===== src/rtl/dpi_ctx_pkg.sv =====
// Shared types for the stream context manager: FSM states, default widths and
// a saturating increment used for both the global and per-stream hit counters.
package dpi_ctx_pkg;
  localparam int CTX_STATE_W = 11;
  localparam int CTX_SID_W   = 6;
  localparam int CTX_COUNT_W = 16;

  typedef enum logic [1:0] {IDLE, LOAD, RUN, COMMIT} ctx_state_e;

  function automatic logic [31:0] sat_inc(input logic [31:0] v,
                                          input logic [31:0] max_v,
                                          input logic        inc);
    return (inc && v != max_v) ? v + 32'd1 : v;
  endfunction
endpackage


===== src/rtl/dpi_stream_ctx_mgr_if.sv =====
// Matcher-side bus: state load, delayed char stream, and matcher state/accept.
interface dpi_stream_ctx_mgr_if #(parameter int STATE_W = 11);
  logic [STATE_W-1:0] m_state_in;
  logic               m_state_in_vld;
  logic [7:0]         m_char_in;
  logic               m_char_in_vld;
  logic [STATE_W-1:0] m_state_out;
  logic               m_accept_out;

  modport master (output m_state_in, m_state_in_vld, m_char_in, m_char_in_vld,
                  input  m_state_out, m_accept_out);
  modport slave  (input  m_state_in, m_state_in_vld, m_char_in, m_char_in_vld,
                  output m_state_out, m_accept_out);
endinterface


===== src/rtl/dpi_ctx_ram.sv =====
// 1W/1R context store with registered read and a resettable per-entry valid
// bit; an invalid entry reads as zero so the contents never need resetting.
module dpi_ctx_ram #(
  parameter int W     = 11,
  parameter int DEPTH = 64,
  parameter int AW    = 6
) (
  input  logic          clk,
  input  logic          rst_n,
  input  logic          we,
  input  logic [AW-1:0] waddr,
  input  logic [W-1:0]  wdata,
  input  logic          clr,
  input  logic [AW-1:0] caddr,
  input  logic [AW-1:0] raddr,
  output logic [W-1:0]  rdata
);
  logic [W-1:0]     mem [DEPTH];
  logic [DEPTH-1:0] valid;

  always_ff @(posedge clk)
    if (we) mem[waddr] <= wdata;

  always_ff @(posedge clk) begin
    if (!rst_n) valid <= '0;
    else begin
      if (clr) valid[caddr] <= 1'b0;
      if (we)  valid[waddr] <= 1'b1;
    end
  end

  always_ff @(posedge clk) begin
    if (!rst_n) rdata <= '0;
    else        rdata <= valid[raddr] ? mem[raddr] : '0;
  end
endmodule


===== src/rtl/dpi_stream_ctx_mgr.sv =====
// Per-stream save/restore of one regex matcher's state, sticky match flag and
// saturating global hit count. Optional per-stream stats: DPI_CTX_STREAM_STATS_EN.
module dpi_stream_ctx_mgr
  import dpi_ctx_pkg::*;
#(
  parameter int STATE_W     = CTX_STATE_W,
  parameter int NUM_STREAMS = 64,
  parameter int SID_W       = CTX_SID_W,
  parameter int COUNT_W     = CTX_COUNT_W
) (
  input  logic               clk,
  input  logic               rst_n,
  input  logic               load_state,
  input  logic [SID_W-1:0]   stream_id,
  input  logic               new_stream_id,
  input  logic               flush_stream,
  input  logic               enable,
  input  logic [7:0]         char_in,
  input  logic               char_in_vld,
  input  logic               eop,
  dpi_stream_ctx_mgr_if.master mbus,
`ifdef DPI_CTX_STREAM_STATS_EN
  input  logic [SID_W-1:0]   stat_rd_id,
  output logic [COUNT_W-1:0] stat_rd_data,
`endif
  output logic               fired,
  output logic [COUNT_W-1:0] count,
  output logic               busy,
  output logic               abort
);
  ctx_state_e         state;
  logic [SID_W-1:0]   sid_q, pend_sid, rd_sid;
  logic               new_q, pend, pend_new, enable_q;
  logic               hit, flush_go, commit_we;
  logic [STATE_W-1:0] ctx_rd;

  // The RAM read is issued the cycle before LOAD: from IDLE (new or pending
  // load) or from RUN (abort reload), so the data is ready in LOAD.
  assign rd_sid    = (state == IDLE && pend) ? pend_sid : stream_id;
  assign flush_go  = (state == IDLE) && flush_stream && !load_state && !pend;
  assign commit_we = (state == COMMIT) && enable_q;
  assign hit       = fired | mbus.m_accept_out;
  assign busy      = (state != IDLE);

  assign mbus.m_state_in_vld = (state == LOAD);
  assign mbus.m_state_in     = (state == LOAD && !new_q) ? ctx_rd : '0;

  dpi_ctx_ram #(.W(STATE_W), .DEPTH(NUM_STREAMS), .AW(SID_W)) u_ctx (
    .clk(clk), .rst_n(rst_n),
    .we(commit_we), .waddr(sid_q), .wdata(mbus.m_state_out),
    .clr(flush_go), .caddr(stream_id),
    .raddr(rd_sid), .rdata(ctx_rd)
  );

  always_ff @(posedge clk) begin
    if (!rst_n) begin
      mbus.m_char_in     <= '0;
      mbus.m_char_in_vld <= 1'b0;
    end else begin
      mbus.m_char_in     <= char_in;
      mbus.m_char_in_vld <= char_in_vld;
    end
  end

  always_ff @(posedge clk) begin
    if (!rst_n) begin
      state    <= IDLE;
      sid_q    <= '0;
      new_q    <= 1'b0;
      pend     <= 1'b0;
      pend_sid <= '0;
      pend_new <= 1'b0;
      enable_q <= 1'b0;
      fired    <= 1'b0;
      count    <= '0;
      abort    <= 1'b0;
    end else begin
      abort <= 1'b0;
      case (state)
        IDLE: begin
          if (pend) begin
            state <= LOAD;
            sid_q <= pend_sid;
            new_q <= pend_new;
            pend  <= 1'b0;
            fired <= 1'b0;
          end else if (load_state) begin
            state <= LOAD;
            sid_q <= stream_id;
            new_q <= new_stream_id;
            fired <= 1'b0;
          end
        end
        LOAD: state <= RUN;
        RUN: begin
          if (mbus.m_accept_out) fired <= 1'b1;
          if (eop) begin
            state    <= COMMIT;
            enable_q <= enable;
            if (load_state) begin
              pend     <= 1'b1;
              pend_sid <= stream_id;
              pend_new <= new_stream_id;
            end
          end else if (load_state) begin
            // Abandon the packet: the old stream's context is never written.
            state <= LOAD;
            abort <= 1'b1;
            sid_q <= stream_id;
            new_q <= new_stream_id;
            fired <= 1'b0;
          end
        end
        COMMIT: begin
          state <= IDLE;
          if (enable_q) begin
            fired <= hit;
            count <= COUNT_W'(sat_inc(32'(count), 32'({COUNT_W{1'b1}}), hit));
          end else begin
            fired <= 1'b0;
          end
          if (load_state) begin
            pend     <= 1'b1;
            pend_sid <= stream_id;
            pend_new <= new_stream_id;
          end
        end
        default: state <= IDLE;
      endcase
    end
  end

`ifdef DPI_CTX_STREAM_STATS_EN
  logic               ld_go, stat_clr;
  logic [SID_W-1:0]   stat_caddr, stat_raddr;
  logic [COUNT_W-1:0] stat_rd, stat_cur;

  // Stats share their single read port with the host: a load steals it for
  // one cycle, so stat_rd_data is not meaningful in the LOAD cycle.
  assign ld_go      = (state == IDLE && (load_state || pend)) ||
                      (state == RUN && load_state && !eop);
  assign stat_raddr = ld_go ? rd_sid : stat_rd_id;
  assign stat_clr   = flush_go || (state == LOAD && new_q);
  assign stat_caddr = flush_go ? stream_id : sid_q;
  assign stat_rd_data = stat_rd;

  always_ff @(posedge clk) begin
    if (!rst_n)              stat_cur <= '0;
    else if (state == LOAD)  stat_cur <= new_q ? '0 : stat_rd;
  end

  dpi_ctx_ram #(.W(COUNT_W), .DEPTH(NUM_STREAMS), .AW(SID_W)) u_stats (
    .clk(clk), .rst_n(rst_n),
    .we(commit_we && hit), .waddr(sid_q),
    .wdata(COUNT_W'(sat_inc(32'(stat_cur), 32'({COUNT_W{1'b1}}), 1'b1))),
    .clr(stat_clr), .caddr(stat_caddr),
    .raddr(stat_raddr), .rdata(stat_rd)
  );
`endif
endmodule

===== src/flat_wrapper.sv =====
// flat-port wrapper written by rule: the top's interface ports become plain ports
module dpi_stream_ctx_mgr_flat import dpi_ctx_pkg::*;
#(
  parameter int STATE_W     = CTX_STATE_W,
  parameter int NUM_STREAMS = 64,
  parameter int SID_W       = CTX_SID_W,
  parameter int COUNT_W     = CTX_COUNT_W
)
  (clk, rst_n, load_state, stream_id, new_stream_id, flush_stream, enable, char_in, char_in_vld, eop, fired, count, busy, abort, mbus_m_state_in, mbus_m_state_in_vld, mbus_m_char_in, mbus_m_char_in_vld, mbus_m_state_out, mbus_m_accept_out);
  dpi_stream_ctx_mgr_if #(.STATE_W(STATE_W)) mbus_i ();
  input  logic clk;
  input  logic rst_n;
  input  logic load_state;
  input  logic [SID_W-1:0] stream_id;
  input  logic new_stream_id;
  input  logic flush_stream;
  input  logic enable;
  input  logic [7:0] char_in;
  input  logic char_in_vld;
  input  logic eop;
  output logic fired;
  output logic [COUNT_W-1:0] count;
  output logic busy;
  output logic abort;
  output wire logic [$bits(mbus_i.m_state_in)-1:0] mbus_m_state_in;
  output wire logic [$bits(mbus_i.m_state_in_vld)-1:0] mbus_m_state_in_vld;
  output wire logic [$bits(mbus_i.m_char_in)-1:0] mbus_m_char_in;
  output wire logic [$bits(mbus_i.m_char_in_vld)-1:0] mbus_m_char_in_vld;
  input wire logic [$bits(mbus_i.m_state_out)-1:0] mbus_m_state_out;
  input wire logic [$bits(mbus_i.m_accept_out)-1:0] mbus_m_accept_out;
  assign mbus_m_state_in = mbus_i.m_state_in;
  assign mbus_m_state_in_vld = mbus_i.m_state_in_vld;
  assign mbus_m_char_in = mbus_i.m_char_in;
  assign mbus_m_char_in_vld = mbus_i.m_char_in_vld;
  assign mbus_i.m_state_out = mbus_m_state_out;
  assign mbus_i.m_accept_out = mbus_m_accept_out;
  dpi_stream_ctx_mgr #(.STATE_W(STATE_W), .NUM_STREAMS(NUM_STREAMS), .SID_W(SID_W), .COUNT_W(COUNT_W)) u_core (.clk(clk), .rst_n(rst_n), .load_state(load_state), .stream_id(stream_id), .new_stream_id(new_stream_id), .flush_stream(flush_stream), .enable(enable), .char_in(char_in), .char_in_vld(char_in_vld), .eop(eop), .mbus(mbus_i), .fired(fired), .count(count), .busy(busy), .abort(abort));
endmodule

===== config.mk =====
export PLATFORM = sky130hd
export DESIGN_NAME = dpi_stream_ctx_mgr_flat
export DESIGN_NICKNAME = d
export VERILOG_FILES = /design/src/rtl/dpi_ctx_pkg.sv /design/src/rtl/dpi_stream_ctx_mgr_if.sv /design/src/rtl/dpi_ctx_ram.sv /design/src/rtl/dpi_stream_ctx_mgr.sv /design/src/flat_wrapper.sv
export SDC_FILE = /design/constraint.sdc
export NUM_CORES = 1
export LEC_CHECK = 0
export CORE_ASPECT_RATIO = 1.25
export CORE_MARGIN = 1.5
export CORE_UTILIZATION = 55
export CTS_BUF_LIST = sky130_fd_sc_hd__clkbuf_4
export CTS_CLUSTER_DIAMETER = 100
export DETAILED_ROUTE_END_ITERATION = 7
export GPL_TIMING_DRIVEN = 1
export PLACE_DENSITY = 0.72
export SLEW_MARGIN = 20
export SYNTH_ARGS = -nofsm -noshare
export SYNTH_HDL_FRONTEND = slang
export SYNTH_SLANG_ARGS = --single-unit

===== constraint.sdc =====
create_clock -name clk -period 4.23 [get_ports clk]
set_input_delay 0.423 -clock clk [delete_from_list [all_inputs] [get_ports clk]]
set_output_delay 0.423 -clock clk [all_outputs]
set_load 0.02 [all_outputs]

* After elaboration in Yosys (flattened, before gate mapping)
Memories as Yosys holds them, arrays and structs flattened. A register that Yosys moved wholly into a read port is not among the register bits.
Index checks and enable logic that the tools add are counted.
** Storage, ports and cells
- Input port bits :: 34
- Latch bits :: 0
- Register bits after elaboration :: 109
- Output and inout bits :: 40
- Memories :: 1
- Logic and storage cells :: 101
- RAM bits :: 704
- Bits in read-only memories :: 0
** Cells by class
- Bitwise gates (word level) :: 6
- Shift-type cells :: 0
- Divide/modulo/power cells :: 0
- Muxes and demuxes :: 42
- Multiply operators :: 0
- Reductions and logical operators :: 26
- $lt $le $gt $ge :: 5
- Add/subtract/negate cells :: 1
- Equal/unequal tests :: 7
** Memory list
- u_core.u_ctx.mem :: depth 64, bits a word 11, rd ports 1, clocked after memory_dff 1, write ports 1, line dpi_ctx_ram.sv:18 : logic [W-1:0] mem [DEPTH];
** Operator list (number)
- $mux W64 :: 3
- $and A64 B64 Y64 :: 1
- $not A64 Y64 :: 1
- $or A64 B64 Y64 :: 1
- $mux W6 :: 6
- $pmux W6 S2 :: 2
- $lt A6 B7 Y1 const B :: 3
- $mux W1 :: 19
- $add A16 B1 Y16 const B :: 1
- $ne A16 B16 Y1 const B :: 1
- $demux W1 S6 :: 2
- $ge A6 B1 Y1 const B :: 2
- $reduce_and A2 Y1 :: 6
- $mux W11 :: 1
- $logic_and A1 B1 Y1 :: 9
- $pmux W2 S4 :: 1
- $bmux W1 S6 :: 1
- $mux W2 :: 3
- $pmux W1 S3 :: 2
- $reduce_bool A2 Y1 :: 3
- $eq A2 B2 Y1 const B :: 2
- $logic_not A1 Y1 :: 4
- $ne A2 B2 Y1 const B :: 2
- $pmux W1 S2 :: 2
- 8 further kinds :: 9

* Longest topological paths before layout
- Depth in word-level cells :: 10
- Depth in mapped cells :: 14
- Mapped depth without buffers :: 9

* Hierarchy
A second synthesis with hierarchy kept.
** Second synthesis, totals
- Cells, all modules :: 1742
- Area total of the unflattened synthesis :: 32428.6 um^2
** Modules (own cells, without submodules)
- dpi_ctx_ram :: cells each 1499, sequential area each 22641.7 um^2, times used 1, area each 30322.8 um^2
- dpi_stream_ctx_mgr :: cells each 243, sequential area each 900.9 um^2, times used 1, area each 2105.8 um^2

* Worst setup path before layout
OpenSTA, ideal clock, no wires.
- Path kind :: reg2reg
- From :: reg u_core.pend
- To :: reg u_core.u_ctx.rdata[0], read port of u_core.u_ctx.mem
- Buffers on the path :: 2
- Data arrival time :: 2.832 ns
- Stages on the path, launching flop included :: 11
- Setup slack :: 1.275 ns
- Setup time :: 0.123 ns
- Period minus slack after synthesis :: 2.955 ns
- Required time :: 4.107 ns
- Cell sequence :: dfxtp_1 or3b_1 buf_6 mux2i_4 mux4_1 mux2_2 o211ai_2 nand3_1 a2111oi_2 buf_4 a31oi_1
** Between the ends
- Longest elaborated chain between the ends :: 6
** Ends and longest elaborated chain
- start, declared :: line dpi_stream_ctx_mgr.sv:33 : logic new_q, pend, pend_new, enable_q;
- start signal, assigned :: line dpi_stream_ctx_mgr.sv:70 : pend <= 1'b0;
- start signal, assigned :: line dpi_stream_ctx_mgr.sv:85 : pend <= 1'b0;
- start signal, assigned :: line dpi_stream_ctx_mgr.sv:101 : pend <= 1'b1;
- $logic_and A1 B1 Y1 * :: line dpi_stream_ctx_mgr.sv:39 : assign rd_sid = (state == IDLE && pend) ? pend_sid : stream_id;
- $mux W6 * :: line dpi_stream_ctx_mgr.sv:39
- $bmux W1 S6 :: line dpi_ctx_ram.sv:34 : else rdata <= valid[raddr] ? mem[raddr] : '0;
- $mux W1 (implied by the code) :: line dpi_ctx_ram.sv:34
- $reduce_and A2 Y1 (no source line)
- $logic_not A1 Y1 (no source line)
- end, declared :: line dpi_ctx_ram.sv:16 : output logic [W-1:0] rdata
Mark *: on every way between the ends. The rest lies on a longest branch, timed or not. The select of a mux whose other input is x is not followed.
A chain may end at the register's enable or synchronous reset.

* Worst setup path after layout
- From :: reg u_core.state[1]
- To :: reg u_core.u_ctx.rdata[10], read port of u_core.u_ctx.mem
** Between the ends
- Longest elaborated chain between the ends :: 7
** Ends and longest elaborated chain
- start, declared :: line dpi_stream_ctx_mgr.sv:31 : ctx_state_e state;
- start signal, assigned :: line dpi_stream_ctx_mgr.sv:67 : state <= IDLE;
- start signal, assigned :: line dpi_stream_ctx_mgr.sv:82 : state <= LOAD;
- start signal, assigned :: line dpi_stream_ctx_mgr.sv:88 : state <= LOAD;
- $logic_not A2 Y1 * :: line dpi_stream_ctx_mgr.sv:39
- $logic_and A1 B1 Y1 * :: line dpi_stream_ctx_mgr.sv:39
- $mux W6 * :: line dpi_stream_ctx_mgr.sv:39
- $bmux W1 S6 :: line dpi_ctx_ram.sv:34
- $mux W1 (implied by the code) :: line dpi_ctx_ram.sv:34
- $reduce_and A2 Y1 (no source line)
- $logic_not A1 Y1 (no source line)
Marks and branches as above.

==> reports/results.tsv <==
metric	value	unit
fp.dieH	277	µm
intPower	12.4	mW
min_from	mbus_m_state_out[7]	
syn-num-nets	2628	
whs_path_depth	2	
crit_path_end_kind	register	
dp_hpwl	55.6	mm
run_status	complete, no violations	
n_fill_cell	4330	
slew_viol_final	0	
numPortBuffers	73	
tightest_slew	1140	ps
ys_seq_area_share	71.3	%
yosys_warnings	0	
routed_wl	92.0	mm
critPathLaunchType	register	
avgSynthCellArea	12.7	µm²
start_util	55.6	%
grtUsageTotal	30.1	%
core_area	0.0594	mm²
ys_ff_latch	824	
die_x	222	µm
cts_tree	done	
multi_input_area	0.00885	mm²
cts_setup_buffers	0	
ctsLongestPathBuffers	3	
power_frac_seq	54.7	%
numCtsBuffers	190	
power_density	429	mW/mm²
cts_sinks	824	
ys.flop_type	edfxtp_1	
swShare	23.3	%
overflow	0	
layout_worst_path_cycle_share	92.6	%
power_frac_comb	6.1	%
clock_latency	1010	ps
async_flop_share	0	%
relSlewSlack	23.8	%
criticalPathCategory	reg -> reg	
synth_area	0.0330	mm²
firstDrtPassIters	6	
synth-edff-count	704	
peakVddDrop	226	µV
reg2regPathDepth	10	
yosys.area.top_type_share	64.0	%
max_freq	255	MHz
synth_top_area_cell	edfxtp_1	
die_area	0.0615	mm²
placed_cells	3395	
first_global_vias	22294	
drive_gt1_share	16.4	%
synth_area_leaders	edfxtp_1, nand2_1, dfxtp_1	
grt_max_degree	103	
seq_area	0.0235	mm²
io_pins	74	
vias	22912	
p_switching	3.77	mW
fin_total_pwr	16.2	mW
cp_max_fo	21	
cts_hold_buf	20	
pwr-share-clk	39.3	%
core.rowCount	100	
rsz0062_at_grt	false	
critPathLaunch	u_core.state[1]	
setup-tns-final	0	ps
cp.required	5090	ps
hold_ws	126	ps
synth_cell_types	53	
final_nets	2877	
clk_pin_slew	70	ps
antenna_found_initial	3	
place.gp.congestion	0.949	
arrival	4780	ps
reg2reg_from	u_core.state[1]	
viasPerCell	6.10	
rrSetupSlack	310	ps
maxCapViolations	0	
drc_errors	0	
p_leak	13.1	nW
ant_nets	0	
htree_levels	4	
grt_first_pass_wirelength	136	mm
fin_cells	3756	
hold_end	u_core.u_ctx.mem[52][7]	
regToRegEndpoint	u_core.u_ctx.rdata[10]	
cts_root_buffer	clkbuf_4	
post-route-min-period	3920	ps
area_growth	14.2	%
fin_skew	56.9	ps
cts_resized	0	
hold_violations	0	
setup_violations	0	
hp-class	in -> reg	
synth_cells	2593	
drt_iter0_drc	3000	
wire_per_inst	24.5	µm
==> cell families after synthesis <==
kind of cell / count (synthesis) / synth area share [%]
AO/OA/AOI/OAI: 333 / 6.84
XOR/XNOR: 14 / 0.371
adder cells (fa/ha/maj): 1 / 0.0379
buffers and inverters: 165 / 2.22
flip-flops: 824 / 71.3
multiplexers: 71 / 3.29
AND/OR/NAND/NOR: 1185 / 15.9
==> sequential cells by signal, summed over array words and instances, names as in the netlist, 2 cells and up <==
signal / count
u_core.mbus.m_char_in: 8
u_core.state: 2
u_core.u_ctx.mem: 704
u_core.u_ctx.valid: 64
u_core.pend_sid: 6
u_core.u_ctx.rdata: 11
u_core.sid_q: 6
u_core.count: 16
==> worst max-delay path: stages, from the launching register on <==
cell and delay (ps):
dfxtp_1 430, or3b_2 790, buf_4 290, mux2i_4 270, nor2_4 620, buf_4 270
nand3_1 80, nand4_1 240, o21ai_0 250, a31oi_1 350, a31oi_1 160
==> cell usage after synthesis (9+ instances only) <==
| master | count |
|---|---|
| and4_1 | 14 |
| nand2b_1 | 9 |
| a21oi_1 | 25 |
| a22oi_1 | 11 |
| a31oi_1 | 103 |
| a32oi_1 | 14 |
| clkbuf_1 | 97 |
| nor2_1 | 87 |
| nand2_1 | 678 |
| mux2_2 | 9 |
| mux4_2 | 23 |
| nand3_1 | 249 |
| and2_1 | 34 |
| edfxtp_1 | 704 |
| o21ai_0 | 35 |
| dfxtp_1 | 120 |
| mux2i_1 | 33 |
| nor2b_1 | 15 |
| nand4_1 | 63 |
| buf_2 | 43 |
| nand3b_1 | 17 |
| o21a_1 | 128 |
==> worst max-delay path by stage <==
stage	slack [ps]	cells after the start	end
finish	310	10	u_core.u_ctx.rdata[10]
floorplan	1280	10	u_core.u_ctx.rdata[0]
CTS	340	4	mbus_m_state_in[7]
global route	100	4	mbus_m_state_in[7]
detailed placement	420	9	u_core.u_ctx.rdata[10]
global placement	470	9	u_core.u_ctx.rdata[8]
==> cell type report <==
type | count | area share (%)
Antenna cell | 5 | 0.0332
Clock buffer | 272 | 5.41
Clock inverter | 64 | 1.10
Inverter | 7 | 0.0697
Multi-Input combinational cell | 1604 | 23.5
Sequential cell | 824 | 62.4
Tap cell | 765 | 2.54
Timing Repair Buffer | 215 | 4.98
==> layer usage <==
layer / global-route usage [%] / wire length (µm) / up-vias
li1: - / - / 10139
met1: 38.3 / 34300 / 11208
met2: 47.5 / 44200 / 1360
met3: 7.67 / 9020 / 205
met4: 16.3 / 4510 / 0
met5: 0 / 0 / -
==> metrics by stage <==
| step | area [µm²] | setup WS (ps) | utilization, % |
|---|---|---|---|
| 6_report | 37700 | 313 | 63.5 |
| 2_1_floorplan | 33000 | 1280 | - |
| 4_1_cts | 37700 | 336 | 63.4 |
| 3_5_place_dp | 35000 | 423 | 59.0 |
| 3_3_place_gp | 35000 | 469 | 59.0 |
| 5_1_grt | 37700 | 104 | 63.5 |
==> cell usage in the layout (no fill, tap or decap), types with 63 or more instances in the layout <==
| master | instances |
|---|---|
| clkbuf_4 | 272 |
| nand3_1 | 249 |
| edfxtp_1 | 704 |
| nand4_1 | 63 |
| nand2_1 | 678 |
| dfxtp_1 | 120 |
| nor2_1 | 72 |
| a31oi_1 | 103 |
| o21a_1 | 128 |
| buf_4 | 116 |
==> power by group through the flow <==
stage	sequential [mW]	clock [mW]	combinational, mW
after global routing	8.85	6.86	1.05
after floorplan	9.01	0	0.518
final	8.85	6.36	0.984
after global placement	9.03	0	0.934
after detailed placement	9.03	0	0.952
after CTS	8.85	6.45	0.970
(Power assumes the default switching activity.)
